## src/rtl/rr_grant_sched_if.sv

```systemverilog
// rtl/rr_grant_sched_if.sv - request/grant bundle between requesters and rr_grant_sched
interface rr_grant_sched_if #(
  parameter int N   = 4,
  parameter int IDW = $clog2(N)
);
  logic [N-1:0]   req;
  logic [N-1:0]   done;
  logic [N-1:0]   gnt;
  logic           gnt_valid;
  logic [IDW-1:0] gnt_id;
  logic           timeout;
  logic [7:0]     err_cnt;

  modport master (
    output req, done,
    input  gnt, gnt_valid, gnt_id, timeout, err_cnt
  );

  modport slave (
    input  req, done,
    output gnt, gnt_valid, gnt_id, timeout, err_cnt
  );
endinterface

```

## src/rtl/rr_grant_sched.sv

```systemverilog
// rtl/rr_grant_sched.sv - round-robin grant scheduler with hold watchdog
module rr_grant_sched #(
  parameter int N        = 4,
  parameter int MAX_HOLD = 16,
  parameter int IDW      = $clog2(N)
) (
  input  logic             clk,
  input  logic             rst_n,
  rr_grant_sched_if.slave  bus
);
  localparam int HW = (MAX_HOLD > 2) ? $clog2(MAX_HOLD) : 1;

  typedef enum logic {IDLE, GRANT} state_t;

  state_t         state_q, state_d;
  logic [N-1:0]   gnt_q, gnt_d;
  logic [IDW-1:0] gnt_id_q, gnt_id_d;
  logic [IDW-1:0] ptr_q, ptr_d;
  logic [HW-1:0]  hold_cnt_q, hold_cnt_d;
  logic           timeout_q, timeout_d;
  logic [7:0]     err_cnt_q, err_cnt_d;

  logic           win_found;
  logic [IDW-1:0] win_id;
  logic [IDW-1:0] idx;
  logic           holder_done;
  logic           holder_req;
  logic           viol;

  // Search starts one past the last holder so every requester gets its turn.
  always_comb begin
    win_found = 1'b0;
    win_id    = '0;
    idx       = '0;
    for (int k = 1; k <= N; k++) begin
      idx = IDW'((int'(ptr_q) + k) % N);
      if (!win_found && bus.req[idx]) begin
        win_found = 1'b1;
        win_id    = idx;
      end
    end
  end

  // gnt_q is one-hot in GRANT, so masking picks out the holder's bits.
  assign holder_done = |(bus.done & gnt_q);
  assign holder_req  = |(bus.req & gnt_q);

  always_comb begin
    viol = 1'b0;
    if (state_q == IDLE) begin
      viol = |bus.done;
    end else begin
      viol = (|(bus.done & ~gnt_q)) || (!holder_done && !holder_req);
    end
  end

  always_comb begin
    state_d    = state_q;
    gnt_d      = gnt_q;
    gnt_id_d   = gnt_id_q;
    ptr_d      = ptr_q;
    hold_cnt_d = hold_cnt_q;
    timeout_d  = 1'b0;
    err_cnt_d  = err_cnt_q;

    case (state_q)
      IDLE: begin
        if (win_found) begin
          state_d    = GRANT;
          gnt_d      = {{(N-1){1'b0}}, 1'b1} << win_id;
          gnt_id_d   = win_id;
          ptr_d      = win_id;
          hold_cnt_d = '0;
        end
      end
      GRANT: begin
        if (holder_done || !holder_req || hold_cnt_q == HW'(MAX_HOLD - 1)) begin
          state_d   = IDLE;
          gnt_d     = '0;
          gnt_id_d  = '0;
          timeout_d = !holder_done && holder_req;
        end else begin
          hold_cnt_d = hold_cnt_q + HW'(1);
        end
      end
      default: state_d = IDLE;
    endcase

    if (viol && err_cnt_q != 8'hFF) begin
      err_cnt_d = err_cnt_q + 8'd1;
    end
  end

  always_ff @(posedge clk) begin
    if (!rst_n) begin
      state_q    <= IDLE;
      gnt_q      <= '0;
      gnt_id_q   <= '0;
      ptr_q      <= IDW'(N - 1);
      hold_cnt_q <= '0;
      timeout_q  <= 1'b0;
      err_cnt_q  <= 8'd0;
    end else begin
      state_q    <= state_d;
      gnt_q      <= gnt_d;
      gnt_id_q   <= gnt_id_d;
      ptr_q      <= ptr_d;
      hold_cnt_q <= hold_cnt_d;
      timeout_q  <= timeout_d;
      err_cnt_q  <= err_cnt_d;
    end
  end

  assign bus.gnt       = gnt_q;
  assign bus.gnt_valid = |gnt_q;
  assign bus.gnt_id    = gnt_id_q;
  assign bus.timeout   = timeout_q;
  assign bus.err_cnt   = err_cnt_q;

  // Invariant checks on our own outputs; report only.
  always @(posedge clk) begin
    if (rst_n) begin
      assert ($onehot0(gnt_q)) else $error("gnt not onehot0: %b", gnt_q);
      assert (bus.gnt_valid == |gnt_q) else $error("gnt_valid inconsistent");
      assert (!bus.gnt_valid || gnt_q[gnt_id_q]) else $error("gnt_id does not match gnt");
      assert (!timeout_q || !bus.gnt_valid) else $error("timeout while granted");
    end
  end
endmodule

```

## src/flat_wrapper.sv

```systemverilog
// flat-port wrapper written by rule: the top's interface ports become plain ports
module rr_grant_sched_flat 
#(
  parameter int N        = 4,
  parameter int MAX_HOLD = 16,
  parameter int IDW      = $clog2(N)
)
  (clk, rst_n, bus_req, bus_done, bus_gnt, bus_gnt_valid, bus_gnt_id, bus_timeout, bus_err_cnt);
  rr_grant_sched_if #(.N(N), .IDW(IDW)) bus_i ();
  input  logic clk;
  input  logic rst_n;
  input wire logic [$bits(bus_i.req)-1:0] bus_req;
  input wire logic [$bits(bus_i.done)-1:0] bus_done;
  output wire logic [$bits(bus_i.gnt)-1:0] bus_gnt;
  output wire logic [$bits(bus_i.gnt_valid)-1:0] bus_gnt_valid;
  output wire logic [$bits(bus_i.gnt_id)-1:0] bus_gnt_id;
  output wire logic [$bits(bus_i.timeout)-1:0] bus_timeout;
  output wire logic [$bits(bus_i.err_cnt)-1:0] bus_err_cnt;
  assign bus_i.req = bus_req;
  assign bus_i.done = bus_done;
  assign bus_gnt = bus_i.gnt;
  assign bus_gnt_valid = bus_i.gnt_valid;
  assign bus_gnt_id = bus_i.gnt_id;
  assign bus_timeout = bus_i.timeout;
  assign bus_err_cnt = bus_i.err_cnt;
  rr_grant_sched #(.N(N), .MAX_HOLD(MAX_HOLD), .IDW(IDW)) u_core (.clk(clk), .rst_n(rst_n), .bus(bus_i));
endmodule
```

## config.mk

```make
export PLATFORM = sky130hd
export DESIGN_NAME = rr_grant_sched_flat
export DESIGN_NICKNAME = d
export VERILOG_FILES = /design/src/rtl/rr_grant_sched_if.sv /design/src/rtl/rr_grant_sched.sv /design/src/flat_wrapper.sv
export SDC_FILE = /design/constraint.sdc
export NUM_CORES = 1
export LEC_CHECK = 0
export CAP_MARGIN = 25
export CORE_UTILIZATION = 45
export DETAILED_ROUTE_END_ITERATION = 10
export GPL_TIMING_DRIVEN = 0
export PLACE_DENSITY_LB_ADDON = 0.2
export SLEW_MARGIN = 10
export SYNTH_ARGS = -nofsm -noshare
export SYNTH_HDL_FRONTEND = slang
export SYNTH_SLANG_ARGS = --single-unit
```

## constraint.sdc

```tcl
create_clock -name clk -period 2.55 [get_ports clk]
set_input_delay 0.3825 -clock clk [delete_from_list [all_inputs] [get_ports clk]]
set_output_delay 0.3825 -clock clk [all_outputs]
set_load 0.02 [all_outputs]
```

# Yosys cells after proc, flatten, opt, wreduce, memory -nomap -nowiden
# Cells that the tools add are included.
# totals
input_bits,10
register_bits,22
wordCells,80
out_inout_bits,16
# classes
eq_ne,5
shift,1
n_addsub,6
mux,29
bitwise_logic,5
n_reduce_logical,23
order_cmp,4
# ops
cell,count
$reduce_or 4->1,5
$mux 4,4
$pmux 4 s2,2
$and 4x4->4,3
$lt 2x3->1 const B,4
$mux 2,6
$mux 1,11
$add 8x1->8 const B,1
$bmux 1 s2,4
$ne 8x8->1 const B,1
$logic_and 1x1->1,6
$reduce_and 2->1,3
$logic_not 1->1,5
$add 2x1->2 const B,2
$add 2x2->2 const B,2
$add 4x1->4 const B,1
$eq 4x4->1 const B,1
$ne 2x2->1 const B,2
$not 4->4,1
$pmux 2 s2,1
$shl 1x2->4 const A,1
$logic_or 1x1->1,3
$reduce_and 3->1,1
$ne 2x1->1 const B,1
other kinds (2),2

# Logic depth before layout (Yosys ltp)
# Gate-level depths: netlist (run 1).
# depth
word_depth,16
mapped_depth,6

# Worst setup path before layout (run 1)
# OpenSTA, ideal clock, no wires.
# synth_path
kind,register -> register
startpoint,reg u_core.err_cnt_q[0] (netlist: u_core.bus.err_cnt[0])
endpoint,reg u_core.err_cnt_q[3] (netlist: u_core.bus.err_cnt[3])
required_ns,2.480
period_less_slack_ns,1.820
arrival_ns,1.750
stages_incl_launch_ff,7
path_slack_ns,0.730
path_buffers,0
cell_sequence,dfxtp_1 > ha_1 > and3_1 > a32oi_1 > nand4_1 > or3_1 > a21boi_1
# synth_between
elab_chain_cells,2
# synth_lines
item,line_no,source
from (decl),rr_grant_sched.sv:21,"logic [7:0] err_cnt_q, err_cnt_d;"
from (signal assigned),rr_grant_sched.sv:110,err_cnt_q <= err_cnt_d;
"parallel branches: the longest is 2 deep, another holds $add 8x1->8",-,
# Parallel ways; which one is timed is not known.
# A chain may end at the register's enable or synchronous reset.

# Final worst setup path (run 1)
# layout_path
startpoint,reg u_core.gnt_q[3] (netlist: u_core.bus.gnt[3])
endpoint,out bus_gnt_valid
# layout_between
elab_chain_cells,1
# layout_lines
item,line_no,source
from (decl),rr_grant_sched.sv:16,"logic [N-1:0] gnt_q, gnt_d;"
from (signal assigned),rr_grant_sched.sv:105,gnt_q <= gnt_d;
$reduce_or 4->1,rr_grant_sched.sv:115,assign bus.gnt_valid = |gnt_q;
to (decl),flat_wrapper.sv:15,output wire logic [$bits(bus_i.gnt_valid)-1:0] bus_gnt_valid;
# Every way passes these cells.

==> results of run 1 <==
==> cell usage in the layout, fill, tap and decap left out, types with 2 or more instances in the layout <==
cell type	netlist	layout
a2111oi_4	2	2
a21boi_1	3	3
a21o_1	2	2
a21oi_1	2	2
a22o_1	6	6
a22oi_1	2	2
and2_1	3	3
and3_1	5	5
buf_6	2	2
clkbuf_1	2	2
clkbuf_4	0	3
clkdlybuf4s50_1	0	25
dfxtp_1	22	22
ha_1	2	2
inv_1	9	9
mux2i_1	5	5
nand2_1	15	15
nand2b_1	4	4
nand3_1	4	4
nand4_1	2	2
nor2_1	7	7
nor3_1	3	3
o211ai_1	3	3
o21ai_0	6	6
o221ai_1	2	2
o22ai_1	3	3
or3_1	4	4
xor2_1	2	2
==> power by group <==
| group | leakage [uW] | internal [uW] | switching, uW |
|---|---|---|---|
| registers | 0.000180 | 365 | 23.4 |
| logic | 0.000390 | 93.2 | 98.5 |
| clock network | 0.0000279 | 159 | 110 |
==> flip-flops by register name, summed over array words and instances (netlist names) <==
signal,flops
u_core.bus.timeout,1
u_core.bus.gnt,4
u_core.hold_cnt_q,4
u_core.ptr_q,2
u_core.bus.gnt_id,2
u_core.state_q,1
u_core.bus.err_cnt,8
==> critical path, stage by stage, from the launching register on <==
cell	delay (ns)
dfxtp_1	0.38
or4_1	0.53
clkdlybuf4s50_1	0.54
==> cell usage after synthesis, drive strengths merged <==
cell type	number	share of area
a21o	2	0.013
nor2	7	0.022
o211ai	3	0.019
buf	2	0.019
or3	4	0.021
inv	9	0.029
a22o	6	0.045
and2	4	0.024
nand4	2	0.011
o21ai	6	0.026
a32oi	1	0.0075
or4	1	0.0064
o22ai	3	0.016
a2111oi	2	0.047
or2b	1	0.0064
and3	5	0.027
nor3	3	0.013
clkbuf	2	0.0064
mux2i	5	0.043
a211oi	1	0.0064
a22oi	2	0.013
nand2b	4	0.021
ha	2	0.021
a21boi	4	0.026
nand2	15	0.048
nand3	4	0.017
o21a	2	0.019
nor4	1	0.0054
dfxtp	22	0.38
o221ai	2	0.015
nor2b	1	0.0054
a21oi	2	0.0086
xor2	2	0.015
==> stage by stage <==
step	setup slack, ns	hold slack [ns]	power (uW)	std cells	utilization
floorplan	0.730	0.480	511	132	-
global placement	0.273	0.439	583	187	0.593
detailed placement	0.284	0.463	588	187	0.593
CTS	0.401	0.493	852	191	0.615
global route	0.334	0.528	888	191	0.615
finish	0.405	0.489	849	191	0.615
==> metal layers <==
layer / vias to the layer above / track usage / wire length (microns)
met5: - / 0 / 0
met3: 4 / 0.0172 / 78
met1: 506 / 0.272 / 1180
met2: 21 / 0.363 / 1270
li1: 544 / - / -
met4: 0 / 0.0789 / 36
==> worst max-delay path by stage <==
stage	from	endpoint	slack, ns
final	u_core.bus.gnt[3]	bus_gnt_valid	0.41
after CTS	u_core.bus.gnt[3]	bus_gnt_valid	0.40
after global routing	u_core.bus.err_cnt[0]	u_core.bus.err_cnt[3]	0.33
after floorplan	u_core.bus.err_cnt[0]	u_core.bus.err_cnt[3]	0.73
after global placement	bus_req[3]	u_core.bus.gnt[1]	0.27
after detailed placement	bus_req[3]	u_core.bus.gnt[3]	0.28
==> layout make-up <==
cell class,instances,area [sq um]
Fill cell,214,946
Multi-Input combinational cell,97,664
Sequential cell,22,440
Timing Repair Buffer,25,250
Tap cell,30,37.5
Inverter,9,33.8
Clock inverter,1,30.0
Buffer,4,30.0
Clock buffer,3,22.5
==> cell families after synthesis <==
group | count (synthesis) | synth area share
buffers and inverters | 13 | 0.0546
adders and majority gates | 2 | 0.0214
AOI/OAI and AO/OA | 36 | 0.261
DFF | 22 | 0.377
and+or+nand+nor | 52 | 0.228
xor gates and xnor gates | 2 | 0.0150
muxes | 5 | 0.0428
==> summary.txt, run 1 <==
Setup path
  • RR Startpoint: u_core.bus.err_cnt[0]
  • CP Data Arrival Time: around 1.8 ns
  • R2R setup slack: 0.53 ns
  • Crit. End Element: output pin
  • Crit path kind: flip-flop to output pin
  • Crit Reg-Reg Endpoint: u_core.bus.err_cnt[5]
  • Largest fanout on the critical path: 6
  • Required @ worst endpoint: 2.17 ns
  • Crit path launch type: flip-flop
  • R2R depth: 6

Floorplan
  • IO Count: 26
  • Die area: 0.00280 sq mm
  • Initial Utilization: 0.476
  • Die extent in y: roughly 53 microns
  • Row cnt: 18
  • Die Wd: 53.0 microns
  • CORE AREA: between 0.002 and 0.0025 sq mm

Detailed routing
  • DRT Pass-1 Iters: 4
  • Vias per cell: 5.63
  • Starting DRC count in detailed routing: 21
  • Routed wire length: approximately 2.6 mm
  • Post-route ant nets: 0
  • DR DRC count: 0
  • Via count: 1075
  • Routed len/inst: 13.4 microns

Status
  • Status: finished, final reports clean

GRT
  • Number of global-route vias before repair: approximately 960
  • First-pass GRT wire length: 4.35 mm
  • Total Routing Usage GR: 0.211
  • Initial antenna violation count: 0
  • Overflow after GRT: 0
  • Largest net degree at the start of global routing: 14

Place
  • DP Area: 0.00146 sq mm
  • Final HPWL DP: 1.94 mm
  • Port Buffers: 25
  • Routability cong.: 0.726

STA
  • Setup violators final: 0
  • Skew final: 0.00500 ns
  • Final period util: 0.841
  • Slew @ Worst Pin: ~0.48 ns
  • Final Max Slew Viols: 0
  • Fin Setup TNS: 0 ns
  • Final Hold Fails: 0
  • Tmin final: between 2 and 2.5 ns
  • Max-Slew Margin vs Limit: 0.677
  • Unrepaired setup endpoints after global routing: no
  • Upper clock frequency limit: 466 MHz

Power and ir drop
  • LEAKAGE: 0.000598 uW
  • Maximum vdd drop: between 300 and 400 uV
  • Power per cell area: 563 mW/mm^2

Yosys
  • Cell variety after synth: 36
  • Post-Syn Nets: 144
  • Syn Inst Count: between 100 and 150
  • Synthesized cell area: between 0.001 and 0.0015 sq mm
  • Seq/Total Area, Yosys: 0.377
  • Avg Inst Size Synth: 8.85 sq um
  • FF+latch count, synth: 22
  • Syn. warnings: 0

Hold path
  • Min-delay src: u_core.bus.gnt_id[0]
  • Worst Hold Class: flip-flop to flip-flop
  • Worst Hold End: u_core.bus.gnt_id[0]
  • Worst Hold Path Cells: 1

Clocking
  • Clk_lat worst skew: between 0.3 and 0.4 ns
  • Num CTS Buffers: 3
  • Hold-fix buffers, CTS: 0
  • Reg clk slew, reported paths: 0.13 ns
  • CTS Buffer Depth: 2
  • Root Buffer: clkbuf_4
  • Postcts setup bufs: 0
  • # clock sinks: 22
  • H-tree depth: 1
  • Post-cts resize count: 0
  • CTS tree: done

Cells and area
  • Nets: 174
  • N_diodes: 0
  • Layout cells sized above 1: 0.0621
  • Fin area: 0.00151 sq mm
  • Area grow syn2layout: 29.1%

Job
  • MaxCap Viol Count: 0
Power figures use the tool's default switching activity.
==> inputs of run 2 (changes only) <==
- clock period: 2.55 -> 2 ns (I/O delays scaled with it)
==> summary.txt, run 2 (same netlist as run 1, synthesis figures left out) <==
STA
  • Unrepaired setup endpoints after global routing: no
  • Fin Setup TNS: 0 ns (unchanged)
  • Skew final: 0.00625 ns (+0.00126 ns)
  • Max-Slew Margin vs Limit: 0.599 (-0.0780)
  • Worst hold slack: 0.490 ns (+0.000625 ns)
  • Tmin final: 1.86 ns
  • Upper clock frequency limit: 539 MHz
  • Final period util: 0.928
  • Slew @ Worst Pin: 0.595 ns (+0.112 ns)
  • Final Hold Fails: 0 (unchanged)
  • Setup violators final: 0 (unchanged)
  • Final Max Slew Viols: 0 (unchanged)

Status
  • Status: finished, final reports clean

GRT
  • First-pass GRT wire length: 4.35 mm (unchanged)
  • Overflow after GRT: 0 (unchanged)
  • Number of global-route vias before repair: 955 (unchanged)
  • Largest net degree at the start of global routing: 14 (unchanged)
  • Initial antenna violation count: 0 (unchanged)
  • Total Routing Usage GR: 0.211 (unchanged)

Setup path
  • Critical path's slowest cell: clkdlybuf4s50_1
  • CP Data Arrival Time: 2.08 ns (+0.32 ns)
  • Crit path launch type: input pin
  • CP cell instances: clkdlybuf4s50_1 > a22oi_1 > a2111oi_4 > and2_1 > buf_6 > o21a_4 > a22o_1
  • R2R depth: 6 (unchanged)
  • RR Startpoint: u_core.bus.err_cnt[0]
  • Largest fanout on the critical path: 5 (-1)
  • R2R setup slack: 0.15 ns (-0.38 ns)
  • Max incr delay on CP: 0.48 ns (-0.06 ns)
  • Required @ worst endpoint: 2.22 ns (+0.05 ns)
  • Crit Reg-Reg Endpoint: u_core.bus.err_cnt[3]
  • Crit path kind: input pin to flip-flop
  • Crit. End Element: flip-flop

Place
  • Placed Instances: 187 (unchanged)
  • Port Buffers: 25 (unchanged)
  • Final HPWL DP: 1.94 mm (unchanged)
  • DP Area: 0.00146 sq mm (unchanged)
  • Routability cong.: 0.726 (unchanged)

Cells and area
  • Area grow syn2layout: 32.0%
  • Layout cells sized above 1: 0.0859 (+0.0238)
  • Most frequent cells in the layout: clkdlybuf4s50_1 (24), dfxtp_1 (21), nand2_1 (15), inv_1 (9), nor2_1 (7)
  • Nets: 176 (+1.1%)
  • Fillers: 211 (-1.4%)
  • Fin area: 0.00154 sq mm (+2.2%)
  • Largest register FFs: 8 (unchanged)
  • N_diodes: 0 (unchanged)
  • Commonest non-fill, non-tap cell in the layout: clkdlybuf4s50_1
  • Finished Layout Cells: 193 (+1.0%)

Clocking
  • # clock sinks: 22 (unchanged)
  • Root Buffer: clkbuf_4
  • CTS tree: done
  • Clk_lat worst skew: 0.31 ns (about the same)
  • Num CTS Buffers: 3 (unchanged)
  • H-tree depth: 1 (unchanged)
  • CTS Buffer Depth: 2 (unchanged)
  • Reg clk slew, reported paths: 0.13 ns (about the same)

Floorplan
  • Die area: 0.00280 sq mm (unchanged)
  • IO Count: 26 (unchanged)
  • Die Wd: 53.0 microns (unchanged)
  • Initial Utilization: 0.476 (unchanged)
  • Row cnt: 18 (unchanged)
  • CORE AREA: 0.00245 sq mm (unchanged)
  • Die extent in y: 53.0 microns (unchanged)

Hold path
  • Min-delay src: u_core.bus.gnt_id[0]
  • Worst Hold End: u_core.bus.gnt_id[0]
  • Worst Hold Path Cells: 1 (unchanged)
  • Worst Hold Class: flip-flop to flip-flop

Power and ir drop
  • Power per cell area: 701 mW/mm^2 (+24%)
  • LEAKAGE: 0.000610 uW (+2.0%)
  • Clock share of power: 0.316 (about the same)
  • Maximum vdd drop: 473 uV (+27%)
  • Sw power: 295 uW (+27%)
  • Comb power frac: 0.225 (about the same)
  • Flop pwr share: 0.459 (about the same)
  • Switching portion of total power: 0.273 (about the same)
  • Internal: 785 uW (+27%)
  • Pwr Total: 1080 uW (+27%)

Detailed routing
  • Post-route ant nets: 0 (unchanged)
  • DR DRC count: 0 (unchanged)
  • Vias per cell: 5.57 (-1.0%)
  • Via count: 1075 (unchanged)
  • DRT Pass-1 Iters: 4 (unchanged)
  • Routed wire length: 2.59 mm (+1.0%)
  • Routed len/inst: 13.4 microns (about the same)
  • Starting DRC count in detailed routing: 16 (-24%)

Job
  • MaxCap Viol Count: 0 (unchanged)
==> run 2: cell types whose count changed in the layout (fill, tap and decap cells not counted), sizes merged <==
cell / previous run / this run
clkdlybuf4s50: 25 / 24
dlygate4sd2: 0 / 1
buf: 2 / 4
==> run 2: how the worst max path moves through the flow <==
stage | start | to | slack, ns
floorplan | u_core.bus.err_cnt[0] | u_core.bus.err_cnt[3] | 0.18
global placement | bus_req[3] | u_core.bus.gnt[1] | -0.19
detailed placement | bus_req[3] | u_core.bus.gnt[3] | -0.18
CTS | u_core.bus.err_cnt[0] | u_core.bus.err_cnt[5] | 0.11
global route | u_core.bus.err_cnt[0] | u_core.bus.err_cnt[4] | 0.02
finish | bus_req[3] | u_core.bus.gnt[3] | 0.14
==> run 2: worst max-delay path, delay by kind of cell <==
| kind | cells | cell delay [ns] |
|---|---|---|
| AND/OR/NAND/NOR | 1 | 0.20 |
| buffers and inverters | 2 | 0.60 |
| AO/OA/AOI/OAI | 4 | 0.97 |
==> run 2: power by group through the flow <==
stage | registers, uW | logic [uW] | clock network [uW]
final | 496 | 243 | 341
after floorplan | 522 | 130 | 0
after detailed placement | 505 | 245 | 0
after global placement | 503 | 240 | 0
after CTS | 496 | 242 | 345
after global routing | 501 | 266 | 363
==> run 2: final cells by class <==
type                       count  area [sq um]  share of cell area
multi-input combinational     97           683               0.443
sequential                    22           442               0.286
timing repair buffer          27           264               0.171
tap                           30          37.5              0.0243
inverter                       9          33.8              0.0219
clock inverter                 1          30.0              0.0195
buffer                         4          30.0              0.0195
clock buffer                   3          22.5              0.0146
==> run 2: layer usage <==
metal / routed length (microns) / vias up / track usage
li1: - / 549 / -
met1: 1220 / 506 / 0.272
met2: 1280 / 16 / 0.363
met3: 60 / 4 / 0.0172
met4: 36 / 0 / 0.0789
met5: 0 / - / 0
==> run 2: timing repair <==
| item | in CTS | in global routing |
|---|---|---|
| setup buffers | 0 | 2 |
| gates resized for setup | 2 | 2 |
| hold buffers | 0 | 0 |
| pin swaps | 0 | 2 |
| endpoints found under the setup margin | 2 | 3 |
==> run 2: metrics by stage <==
stage	worst slack, ns	utilization
6_report	0.144	0.628
5_1_grt	0.0210	0.628
4_1_cts	0.112	0.617
3_5_place_dp	-0.183	0.593
3_3_place_gp	-0.195	0.593
2_1_floorplan	0.180	-
==> inputs of run 3 (changes only) <==
--- a/config.mk
+++ b/config.mk
@@ -10,4 +10,5 @@
 export DETAILED_ROUTE_END_ITERATION = 10
+export GPL_ROUTABILITY_DRIVEN = 0
 export GPL_TIMING_DRIVEN = 0
-export PLACE_DENSITY_LB_ADDON = 0.2
+export PLACE_DENSITY = 0.72
 export SLEW_MARGIN = 10
--- a/constraint.sdc
+++ b/constraint.sdc
@@ -3,2 +3,2 @@
 set_output_delay 0.3 -clock clk [all_outputs]
-set_load 0.02 [all_outputs]
+set_load 0.1 [all_outputs]
==> summary.txt, run 3 (same netlist as run 1, synthesis figures left out) <==
GRT
  • Total Routing Usage GR: 0.195 (-0.0160)
  • Initial antenna violation count: 0 (unchanged)
  • Number of global-route vias before repair: 930 (-2.6%)
  • First-pass GRT wire length: 4.00 mm (-7.9%)
  • Overflow after GRT: 0 (unchanged)
  • Largest net degree at the start of global routing: 14 (unchanged)

Cells and area
  • Layout cells sized above 1: 0.137 (+0.0508)
  • Area grow syn2layout: 29.0%
  • Largest register FFs: 8 (unchanged)
  • Fin area: 0.00151 sq mm (-2.3%)
  • N_diodes: 0 (unchanged)
  • Post-layout utilization of the core: 0.614 (-0.0143)
  • Fillers: 224 (+6.2%)
  • Most frequent cells in the layout: nand2_1 (15), dlygate4sd2_1 (15), dfxtp_1 (12)
  • Nets: 174 (-1.1%)

Setup path
  • CP Data Arrival Time: 2.13 ns (+0.05 ns)
  • R2R setup slack: 0.13 ns (-0.02 ns)
  • Crit. End Element: flip-flop
  • Largest fanout on the critical path: 5 (unchanged)
  • Launch point of the worst path: bus_req[2]
  • Crit Reg-Reg Endpoint: u_core.bus.err_cnt[3]
  • Crit path to: u_core.bus.gnt[1]
  • Crit path kind: input pin to flip-flop
  • R2R depth: 6 (unchanged)
  • RR Startpoint: u_core.bus.err_cnt[0]
  • Crit path launch type: input pin
  • Required @ worst endpoint: 2.21 ns (about the same)

Floorplan
  • Initial Utilization: 0.476 (unchanged)
  • Row cnt: 18 (unchanged)
  • IO Count: 26 (unchanged)
  • Die extent in y: 53.0 microns (unchanged)
  • Die Wd: 53.0 microns (unchanged)
  • Die area: 0.00280 sq mm (unchanged)
  • CORE AREA: 0.00245 sq mm (unchanged)

STA
  • Setup violators final: 0 (unchanged)
  • Final Max Slew Viols: 0 (unchanged)
  • Final setup margin: 0.0795 ns (-0.0646 ns)
  • Skew final: 0.00790 ns (+0.00164 ns)
  • Final period util: 0.960 (+0.0323)
  • Tmin final: 1.92 ns (+0.0646 ns)
  • Fin Setup TNS: 0 ns (unchanged)
  • Max-Slew Margin vs Limit: 0.349 (-0.250)
  • Unrepaired setup endpoints after global routing: no
  • Slew @ Worst Pin: 0.980 ns (+0.384 ns)
  • Upper clock frequency limit: 521 MHz (-3.4%)
  • Final Hold Fails: 0 (unchanged)

Detailed routing
  • DR DRC count: 0 (unchanged)
  • Routed wire length: 2.57 mm (-0.97%)
  • Starting DRC count in detailed routing: 20 (+4)
  • Routed len/inst: 13.4 microns (about the same)
  • Via count: 1076 (+0.093%)
  • Vias per cell: 5.63 (+1.1%)
  • DRT Pass-1 Iters: 4 (unchanged)
  • Post-route ant nets: 0 (unchanged)

Clocking
  • Post-cts resize count: 16 (+14)
  • CTS tree: done
  • Num CTS Buffers: 3 (unchanged)
  • H-tree depth: 1 (unchanged)
  • # clock sinks: 22 (unchanged)
  • Root Buffer: clkbuf_4
  • CTS Buffer Depth: 2 (unchanged)
  • Clk_lat worst skew: 0.31 ns (about the same)
  • Hold-fix buffers, CTS: 0 (unchanged)
  • Postcts setup bufs: 0 (unchanged)
  • Reg clk slew, reported paths: 0.12 ns (about the same)

Power and ir drop
  • Maximum vdd drop: 585 uV (+24%)
  • LEAKAGE: 0.000672 uW (+10%)
  • Pwr Total: 1220 uW (+13%)
  • Power per cell area: 807 mW/mm^2 (+15%)

Job
  • MaxCap Viol Count: 0 (unchanged)

Place
  • DP Area: 0.00147 sq mm (+1.0%)
  • Port Buffers: 25 (unchanged)
  • Final HPWL DP: 1.92 mm (-1.3%)
  • Place WS: -0.238 ns (-0.0552 ns)

Status
  • Status: finished, final reports clean

Hold path
  • Worst Hold Class: flip-flop to flip-flop
  • Worst Hold Path Cells: 1 (unchanged)
[run 3: critical path: stages]
cell and delay, ns:
clkdlybuf4s50_1 0.50, a22oi_1 0.38, a2111oi_4 0.17, and2_1 0.20, buf_6 0.13, o21a_4 0.23, a22o_1 0.23
[run 3: area by class of cell]
type	instances	area [sq um]	share of cell area
inverter	9	33.8	0.0224
sequential	22	455	0.302
clock inverter	1	30.0	0.0199
multi-input combinational	97	672	0.446
timing repair buffer	25	226	0.150
tap	30	37.5	0.0249
buffer	4	30.0	0.0199
clock buffer	3	22.5	0.0149
[run 3: worst min-delay path by stage]
stage / from / end / slack (ns)
2_1_floorplan: rst_n / u_core.bus.err_cnt[5] / 0.45
3_3_place_gp: u_core.bus.gnt_id[0] / u_core.bus.gnt_id[0] / 0.43
3_5_place_dp: u_core.bus.gnt_id[0] / u_core.bus.gnt_id[0] / 0.44
4_1_cts: u_core.bus.gnt_id[0] / u_core.bus.gnt_id[0] / 0.46
5_1_grt: u_core.bus.gnt_id[0] / u_core.bus.gnt_id[0] / 0.48
6_report: u_core.bus.gnt_id[0] / u_core.bus.gnt_id[0] / 0.46
[run 3: routing by layer]
metal	vias up	GRT usage	wire length (microns)
met1	519	0.236	1230
met4	0	0.0658	15
met3	2	0.0259	60
li1	538	-	-
met5	-	0	0
met2	17	0.350	1260
[run 3: where the power goes]
| part | internal, uW | total [uW] | leakage, uW | switching, uW |
|---|---|---|---|---|
| combinational | 100 | 375 | 0.000460 | 274 |
| clock | 202 | 343 | 0.0000279 | 141 |
| sequential | 469 | 499 | 0.000184 | 30.2 |
| total | 771 | 1220 | 0.000672 | 445 |
[run 3: metrics by stage]
| stage | instances | hold WS [ns] |
|---|---|---|
| after global placement | 187 | 0.435 |
| after CTS | 191 | 0.463 |
| final | 191 | 0.461 |
| after global routing | 191 | 0.476 |
| after floorplan | 132 | 0.448 |
| after detailed placement | 187 | 0.439 |
